`config.mk`:
```
export PLATFORM = sky130hd
export DESIGN_NAME = div_iterative_flat
export DESIGN_NICKNAME = d
export VERILOG_FILES = /design/src/rtl/div_iterative_if.sv /design/src/rtl/div_iterative.sv /design/src/flat_wrapper.sv
export SDC_FILE = /design/constraint.sdc
export NUM_CORES = 1
export LEC_CHECK = 0
export CAP_MARGIN = 30
export CORE_MARGIN = 1.5
export CORE_UTILIZATION = 60
export CTS_CLUSTER_DIAMETER = 150
export CTS_CLUSTER_SIZE = 16
export DETAILED_ROUTE_END_ITERATION = 12
export MAX_ROUTING_LAYER = met4
export PLACE_DENSITY = 0.84
export SYNTH_ARGS = -nofsm -noshare
export SYNTH_HDL_FRONTEND = slang
export SYNTH_SLANG_ARGS = --single-unit
```
`constraint.sdc`:
```
create_clock -name clk -period 7.35 [get_ports clk]
set_clock_uncertainty 0.05 [all_clocks]
set_input_delay 0.735 -clock clk [delete_from_list [all_inputs] [get_ports clk]]
set_output_delay 0.735 -clock clk [all_outputs]
set_load 0.01 [all_outputs]
```
`src/rtl/div_iterative_if.sv`:
```
// Request/response bundle between the pipeline and the iterative divider.
interface div_iterative_if #(
    parameter int WIDTH = 32
);
    logic             start;
    logic             op_signed;
    logic             op_rem;
    logic [WIDTH-1:0] dividend;
    logic [WIDTH-1:0] divisor;
    logic             busy;
    logic             valid;
    logic [WIDTH-1:0] result;

    modport master (
        output start, op_signed, op_rem, dividend, divisor,
        input  busy, valid, result
    );

    modport slave (
        input  start, op_signed, op_rem, dividend, divisor,
        output busy, valid, result
    );
endinterface

```
`src/rtl/div_iterative.sv`:
```
// Radix-2 restoring divider for DIV/DIVU/REM/REMU: one quotient bit per clock,
// operands held as magnitudes, signs applied in a final fix-up cycle.
//
// state | meaning
// IDLE  | waiting for start; busy low
// CALC  | one trial subtraction per clock, WIDTH iterations
// FIX   | sign/div-by-zero correction, result registered, valid pulses next
module div_iterative #(
    parameter int WIDTH = 32
) (
    input  logic            clk,
    input  logic            rst_n,
    div_iterative_if.slave  bus
);
    localparam int CW = $clog2(WIDTH);

    typedef enum logic [1:0] {IDLE, CALC, FIX} state_t;

    state_t           state;
    state_t           state_nxt;

    logic [WIDTH-1:0] rem;
    logic [WIDTH-1:0] quo;
    logic [WIDTH-1:0] dvs_mag;
    logic [CW-1:0]    cnt;
    logic             op_rem;
    logic             quot_neg;
    logic             rem_neg;
    logic             div0;
    logic             valid;
    logic [WIDTH-1:0] result;

    logic             dvd_neg_in;
    logic             dvs_neg_in;
    logic [WIDTH-1:0] dvd_mag_in;
    logic [WIDTH-1:0] dvs_mag_in;
    logic [WIDTH:0]   pr;
    logic             borrow;
    logic [WIDTH-1:0] diff;
    logic [WIDTH-1:0] quot_fix;
    logic [WIDTH-1:0] rem_fix;

    assign bus.busy   = (state != IDLE);
    assign bus.valid  = valid;
    assign bus.result = result;

    always_ff @(posedge clk or negedge rst_n) begin
        if (!rst_n) begin
            state <= IDLE;
        end else begin
            state <= state_nxt;
        end
    end

    always_comb begin
        state_nxt = state;
        case (state)
            IDLE: if (bus.start) state_nxt = CALC;
            CALC: if (cnt == '0) state_nxt = FIX;
            FIX:  state_nxt = IDLE;
            default: state_nxt = IDLE;
        endcase
    end

    always_comb begin
        dvd_neg_in = bus.op_signed & bus.dividend[WIDTH-1];
        dvs_neg_in = bus.op_signed & bus.divisor[WIDTH-1];
        dvd_mag_in = dvd_neg_in ? -bus.dividend : bus.dividend;
        dvs_mag_in = dvs_neg_in ? -bus.divisor : bus.divisor;
    end

    // rem < divisor always holds, so a non-borrowing difference fits in WIDTH bits.
    always_comb begin
        pr     = {rem, quo[WIDTH-1]};
        borrow = (pr < {1'b0, dvs_mag});
        diff   = pr[WIDTH-1:0] - dvs_mag;
    end

    // With a zero divisor the shift loop leaves rem = |dividend|, so re-applying
    // the dividend sign restores the original dividend.
    always_comb begin
        quot_fix = div0 ? '1 : (quot_neg ? -quo : quo);
        rem_fix  = rem_neg ? -rem : rem;
    end

    always_ff @(posedge clk or negedge rst_n) begin
        if (!rst_n) begin
            rem      <= '0;
            quo      <= '0;
            dvs_mag  <= '0;
            cnt      <= '0;
            op_rem   <= 1'b0;
            quot_neg <= 1'b0;
            rem_neg  <= 1'b0;
            div0     <= 1'b0;
            valid    <= 1'b0;
            result   <= '0;
        end else begin
            valid <= 1'b0;
            case (state)
                IDLE: begin
                    if (bus.start) begin
                        rem      <= '0;
                        quo      <= dvd_mag_in;
                        dvs_mag  <= dvs_mag_in;
                        cnt      <= CW'(WIDTH - 1);
                        op_rem   <= bus.op_rem;
                        quot_neg <= dvd_neg_in ^ dvs_neg_in;
                        rem_neg  <= dvd_neg_in;
                        div0     <= (bus.divisor == '0);
                    end
                end
                CALC: begin
                    rem <= borrow ? pr[WIDTH-1:0] : diff;
                    quo <= {quo[WIDTH-2:0], ~borrow};
                    cnt <= cnt - CW'(1);
                end
                FIX: begin
                    result <= op_rem ? rem_fix : quot_fix;
                    valid  <= 1'b1;
                end
                default: ;
            endcase
        end
    end
endmodule

```
`src/flat_wrapper.sv`:
```
// flat-port wrapper written by rule: the top's interface ports become plain ports
module div_iterative_flat 
#(
    parameter int WIDTH = 32
)
  (clk, rst_n, bus_start, bus_op_signed, bus_op_rem, bus_dividend, bus_divisor, bus_busy, bus_valid, bus_result);
  div_iterative_if #(.WIDTH(WIDTH)) bus_i ();
  input  logic clk;
  input  logic rst_n;
  input wire logic [$bits(bus_i.start)-1:0] bus_start;
  input wire logic [$bits(bus_i.op_signed)-1:0] bus_op_signed;
  input wire logic [$bits(bus_i.op_rem)-1:0] bus_op_rem;
  input wire logic [$bits(bus_i.dividend)-1:0] bus_dividend;
  input wire logic [$bits(bus_i.divisor)-1:0] bus_divisor;
  output wire logic [$bits(bus_i.busy)-1:0] bus_busy;
  output wire logic [$bits(bus_i.valid)-1:0] bus_valid;
  output wire logic [$bits(bus_i.result)-1:0] bus_result;
  assign bus_i.start = bus_start;
  assign bus_i.op_signed = bus_op_signed;
  assign bus_i.op_rem = bus_op_rem;
  assign bus_i.dividend = bus_dividend;
  assign bus_i.divisor = bus_divisor;
  assign bus_busy = bus_i.busy;
  assign bus_valid = bus_i.valid;
  assign bus_result = bus_i.result;
  div_iterative #(.WIDTH(WIDTH)) u_core (.clk(clk), .rst_n(rst_n), .bus(bus_i));
endmodule
```
# After elaboration in Yosys (flattened, before gate mapping)
# Index checks and enable logic that the tools add are counted.
dict set report totals {
  in_bits 69
  wordCells 51
  out_inout_bits 34
  regBits 140
}
dict set report op_classes {
  n_mux 17
  magnitude_cmp 1
  n_eq_ne 4
  bitwise_logic 4
  addsub 6
  n_reduce_logical 8
}
# op count
set op_table {}
lappend op_table {{$mux 32} 9}
lappend op_table {{$neg 32->32} 4}
lappend op_table {{$pmux 32 s2} 2}
lappend op_table {{$lt 33x32->1} 1}
lappend op_table {{$logic_not 32->1} 1}
lappend op_table {{$sub 32x32->32} 1}
lappend op_table {{$pmux 5 s2} 1}
lappend op_table {{$reduce_and 2->1} 3}
lappend op_table {{$logic_not 5->1} 1}
lappend op_table {{$mux 5} 1}
lappend op_table {{$sub 5x1->5 const B} 1}
lappend op_table {{$mux 2} 2}
lappend op_table {{$pmux 2 s2} 1}
lappend op_table {{$reduce_bool 2->1} 2}
lappend op_table {{$and 1x1->1} 2}
lappend op_table {{$eq 2x1->1 const B} 1}
lappend op_table {{$eq 2x2->1 const B} 1}
lappend op_table {{$logic_not 2->1} 1}
lappend op_table {{$ne 2x1->1 const B} 1}
lappend op_table {{$ne 2x2->1 const B} 1}
lappend op_table {{$mux 1} 1}
lappend op_table {{$not 1->1} 1}
lappend op_table {{$xor 1x1->1} 1}

# Logic depth before layout (Yosys ltp)
dict set report depth {
  word_depth 4
  mapped_depth 13
  mapped_depth_nobuf 13
}

# Least setup slack after synthesis
# OpenSTA, ideal clock, no wires.
dict set report synth_path {
  path_kind {input -> register}
  startpoint {input bus_dividend[4]}
  endpoint {register u_core.quo[28]}
  t_arrival_ps 3050
  slack_ps 4116
  cell_stages 9
  setup_time_ps 133
  path_buffers 0
  path_cell_list {nor4_1 nand2_1 or4_1 or4_1 nor4_2 nand2_1 o31ai_1 xor2_1 o21ai_0}
}
dict set report synth_via {
  elab_chain_cells 4
}
# item line
set synth_rtl {}
lappend synth_rtl {{from (decl)} flat_wrapper.sv:13} ;# input wire logic [$bits(bus_i.dividend)-1:0] bus_dividend;
lappend synth_rtl {{$neg 32->32} div_iterative.sv:68} ;# dvd_mag_in = dvd_neg_in ? -bus.dividend : bus.dividend;
lappend synth_rtl {{$mux 32} div_iterative.sv:68}
lappend synth_rtl {{$mux 32} div_iterative.sv:102} ;# if (bus.start) begin
lappend synth_rtl {{$pmux 32 s2} div_iterative.sv:100} ;# case (state)
lappend synth_rtl {{to (signal assigned)} div_iterative.sv:104} ;# quo <= dvd_mag_in;
lappend synth_rtl {{to (signal assigned)} div_iterative.sv:115} ;# quo <= {quo[WIDTH-2:0], ~borrow};
lappend synth_rtl {{to (decl)} div_iterative.sv:23} ;# logic [WIDTH-1:0] quo;
# No other way between the ends. The select of a mux whose other input is x is not followed.
# A chain may end at the register's enable or synchronous reset.

# Final worst setup path
dict set report layout_path {
  startpoint {input bus_dividend[2]}
  endpoint {register u_core.quo[29]}
}
# Same word-level chain as after synthesis.

==> flow_summary_export.csv <==
group,metric,value,unit
run_status,status,"finished clean",
routing,avgRoutedWirePerCell,17.6,um
synthesis,yosys_register_bits,140,
power,power_leakage,5.03,nW
power,p_per_area,479,nW/um2
critical_path,crit_path_start_kind,"input pin",
floorplan,die_area,17500,um2
place,pre_cts_ws,3.28,ns
sta,tns,0,ns
synthesis,avgSynthCellArea,8.52,um2
floorplan,core,16500,um2
critical_path,end_kind,"flip-flop",
floorplan,die_h,132,um
cts,path_clk_slew,0.06,ns
synthesis,async_flop_share,100,%
synthesis,synth_edf_count,0,
global_routing,grt_pass1_wl,42.4,mm
synthesis,netlist_area,10000,um2
finish,diodes,0,
global_routing,antenna_found_initial,0,
cts,cts-buffers-inserted,17,
sta,timing.final.crit_share,53.0,%
sta,finalMaxSlewViolations,0,
global_routing,grt_remaining_overflow,0,
sta,final.min_clock_period,3.90,ns
routing,routed_wl,26.1,mm
cts,cts-hold-fix-buffers,0,
synthesis,yosysWarnings,0,
critical_path,arrival,4.15,ns
synthesis,syn-instance-count,1175,
synthesis,synth.distinct_cells,61,
critical_path,r2r_start,"u_core.rem[7]",
cts,clk_latency,0.43,ns
cts,ctsResizeCount,0,
synthesis,ys_top_cells_by_area,"dfrtp_1, xor2_1, o21ai_0, ha_1, xnor2_1",
synthesis,yosysTopAreaCellShare,35.0,%
sta,setup_ws,3.45,ns
floorplan,initial_core_util,60.8,%
global_routing,grt_usage,30.7,%
routing,via_count,9257,
critical_path,r2r-end,"u_core.rem[14]",
cts,root_buffer,"clkbuf_16",
finish,layout-drive-gt1-share,4.93,%
synthesis,yosysSeqAreaShare,35.0,%
synthesis,yosysTopAreaCell,"dfrtp_1",
place,io_buffers,102,
cts,clock_sinks,140,
critical_path,critPathMaxFanout,5,
sta,slew-limit-headroom,39.4,%
power,vdd_drop_max,0.290,mV
place,place_area,11200,um2
worst_hold_path,hold_path_class,"in -> async",
sta,fmax,257,MHz
sta,whs,0.249,ns
place,gp_congestion,0.942,
routing,viasPerCell,6.27,
finish,area_growth,18.1,%
sta,setup_viol,0,
run,drv_cap,0,
critical_path,regToRegSetupSlack,3.51,ns
place,dpl.hpwl,18.3,mm
cts,postCtsSetupBuffers,0,
cts,cts_tree,"done",
floorplan,die-width,132,um
finish,layout.nets,1352,
global_routing,grt_max_degree,92,
cts,cts_buffer_depth,2,
routing,drt_iter0_drc,800,
finish,final_util,71.9,%
synthesis,synth_fp_nets,1283,
finish,postLayoutCellArea,11800,um2
critical_path,crit_type,"in -> reg",
floorplan,rows,47,
routing,antenna_left,0,
sta,rsz0062_at_grt,"false",
critical_path,r2r_cells,9,
sta,hold_violations,0,
global_routing,grt_pass1_vias,8537,
critical_path,critPathRequiredTime,7.60,ns
sta,worstMarginPinSlew,0.909,ns
floorplan,boundaryPins,103,
routing,dr.pass1.iters,5,
synthesis,synth_ff_type,"dfrtp_1",
cts,cts_htree_levels,4,
routing,drc,0,
sequential cells by signal (all words and copies together), names as in the netlist, 2 cells and up:
name,count
u_core.dvs_mag,32
u_core.rem,32
u_core.cnt,5
u_core.bus.result,32
u_core.quo,32
u_core.state,2
layout by cell type (no fill, tap or decap), drive strengths merged, types with 7 or more instances in the layout:
master | Yosys | routed
nor4 | 8 | 8
nor3 | 24 | 24
nand2b | 7 | 7
a31oi | 14 | 14
or3 | 17 | 17
nor2 | 57 | 57
clkdlybuf4s50 | 0 | 101
xnor2 | 46 | 46
xor2 | 94 | 94
o41ai | 11 | 11
a21oi | 76 | 76
inv | 58 | 58
o21a | 9 | 9
or4 | 20 | 20
ha | 38 | 38
nand2 | 96 | 96
clkbuf | 54 | 21
a22oi | 31 | 31
o21ai | 144 | 144
buf | 9 | 12
a21o | 40 | 40
nand3 | 37 | 37
a221oi | 27 | 27
o31ai | 38 | 38
mux2i | 15 | 15
dfrtp | 140 | 140
a211oi | 8 | 8
where the power goes:
group	internal, mW	total, mW	switching [mW]
Combinational	1.39	3.26	1.87
Sequential	1.11	1.55	0.441
Clock	0.515	0.847	0.333
Total	3.02	5.66	2.65
layer usage:
metal | part of all wire, % | up-vias | GRT usage [%]
met5 | 0 | - | -
met4 | 2.1 | 0 | 9.83
met3 | 4.5 | 47 | 5.04
met2 | 51 | 279 | 49.9
met1 | 43 | 4497 | 39.3
li1 | - | 4434 | -
final cells by class:
type | count | area [um2]
Fill cell | 1282 | 4630
Tap cell | 220 | 275
Multi-Input combinational cell | 914 | 6080
Sequential cell | 140 | 3500
Inverter | 58 | 218
Clock buffer | 21 | 460
Timing Repair Buffer | 113 | 1180
Clock inverter | 11 | 119
metrics by stage:
step	power [mW]	instances
after floorplan	3.94	1175
after global placement	4.64	1441
after detailed placement	4.74	1443
after CTS	5.62	1475
after global routing	6.14	1477
final	5.66	1477
kinds of logic (layout without fill, tap and decap cells):
| family | Yosys count | count (layout) | share of synthesized area (%) |
|---|---|---|---|
| buffers and inverters | 121 | 203 | 4.58 |
| muxes | 15 | 15 | 1.50 |
| xor gates and xnor gates | 140 | 140 | 12.2 |
| and+or+nand+nor | 293 | 293 | 14.3 |
| adders and majority gates | 39 | 39 | 4.95 |
| AOI/OAI and AO/OA | 427 | 427 | 27.4 |
| DFF | 140 | 140 | 35.0 |
how the worst max path moves through the flow:
stage	end	startpoint	slack, ns	cells after the start
after floorplan	u_core.quo[28]	bus_dividend[4]	4.12	9
after global placement	u_core.quo[28]	bus_dividend[2]	3.33	10
after detailed placement	u_core.quo[28]	bus_dividend[2]	3.28	10
after CTS	u_core.rem[14]	u_core.rem[7]	3.56	9
after global routing	u_core.quo[29]	bus_dividend[2]	3.12	10
final	u_core.quo[29]	bus_dividend[2]	3.45	10
synthesized netlist by cell type (10+ instances only):
master and count:
inv_1 58, mux2i_1 15, o21ai_0 139, xnor2_1 46, clkbuf_1 54, a221oi_1 27
xor2_1 94, a21oi_1 76, ha_1 38, a31oi_1 14, a22oi_1 31, nand3_1 37
or3_1 16, nor3_1 24, o31ai_1 35, nand2_1 96, nor2_1 57, or4_1 16
dfrtp_1 140, a21o_1 40, o41ai_1 10
worst max-delay path, cell delays in order:
cell             delay, ns
clkdlybuf4s50_1       0.50
nor4_1                0.46
nand2_1               0.14
nor4_1                0.63
nand3b_1              0.30
nor4_1                0.54
nand2_1               0.22
o41ai_1               0.35
xor2_1                0.18
o21ai_0               0.08
(Power assumes the default switching activity.)
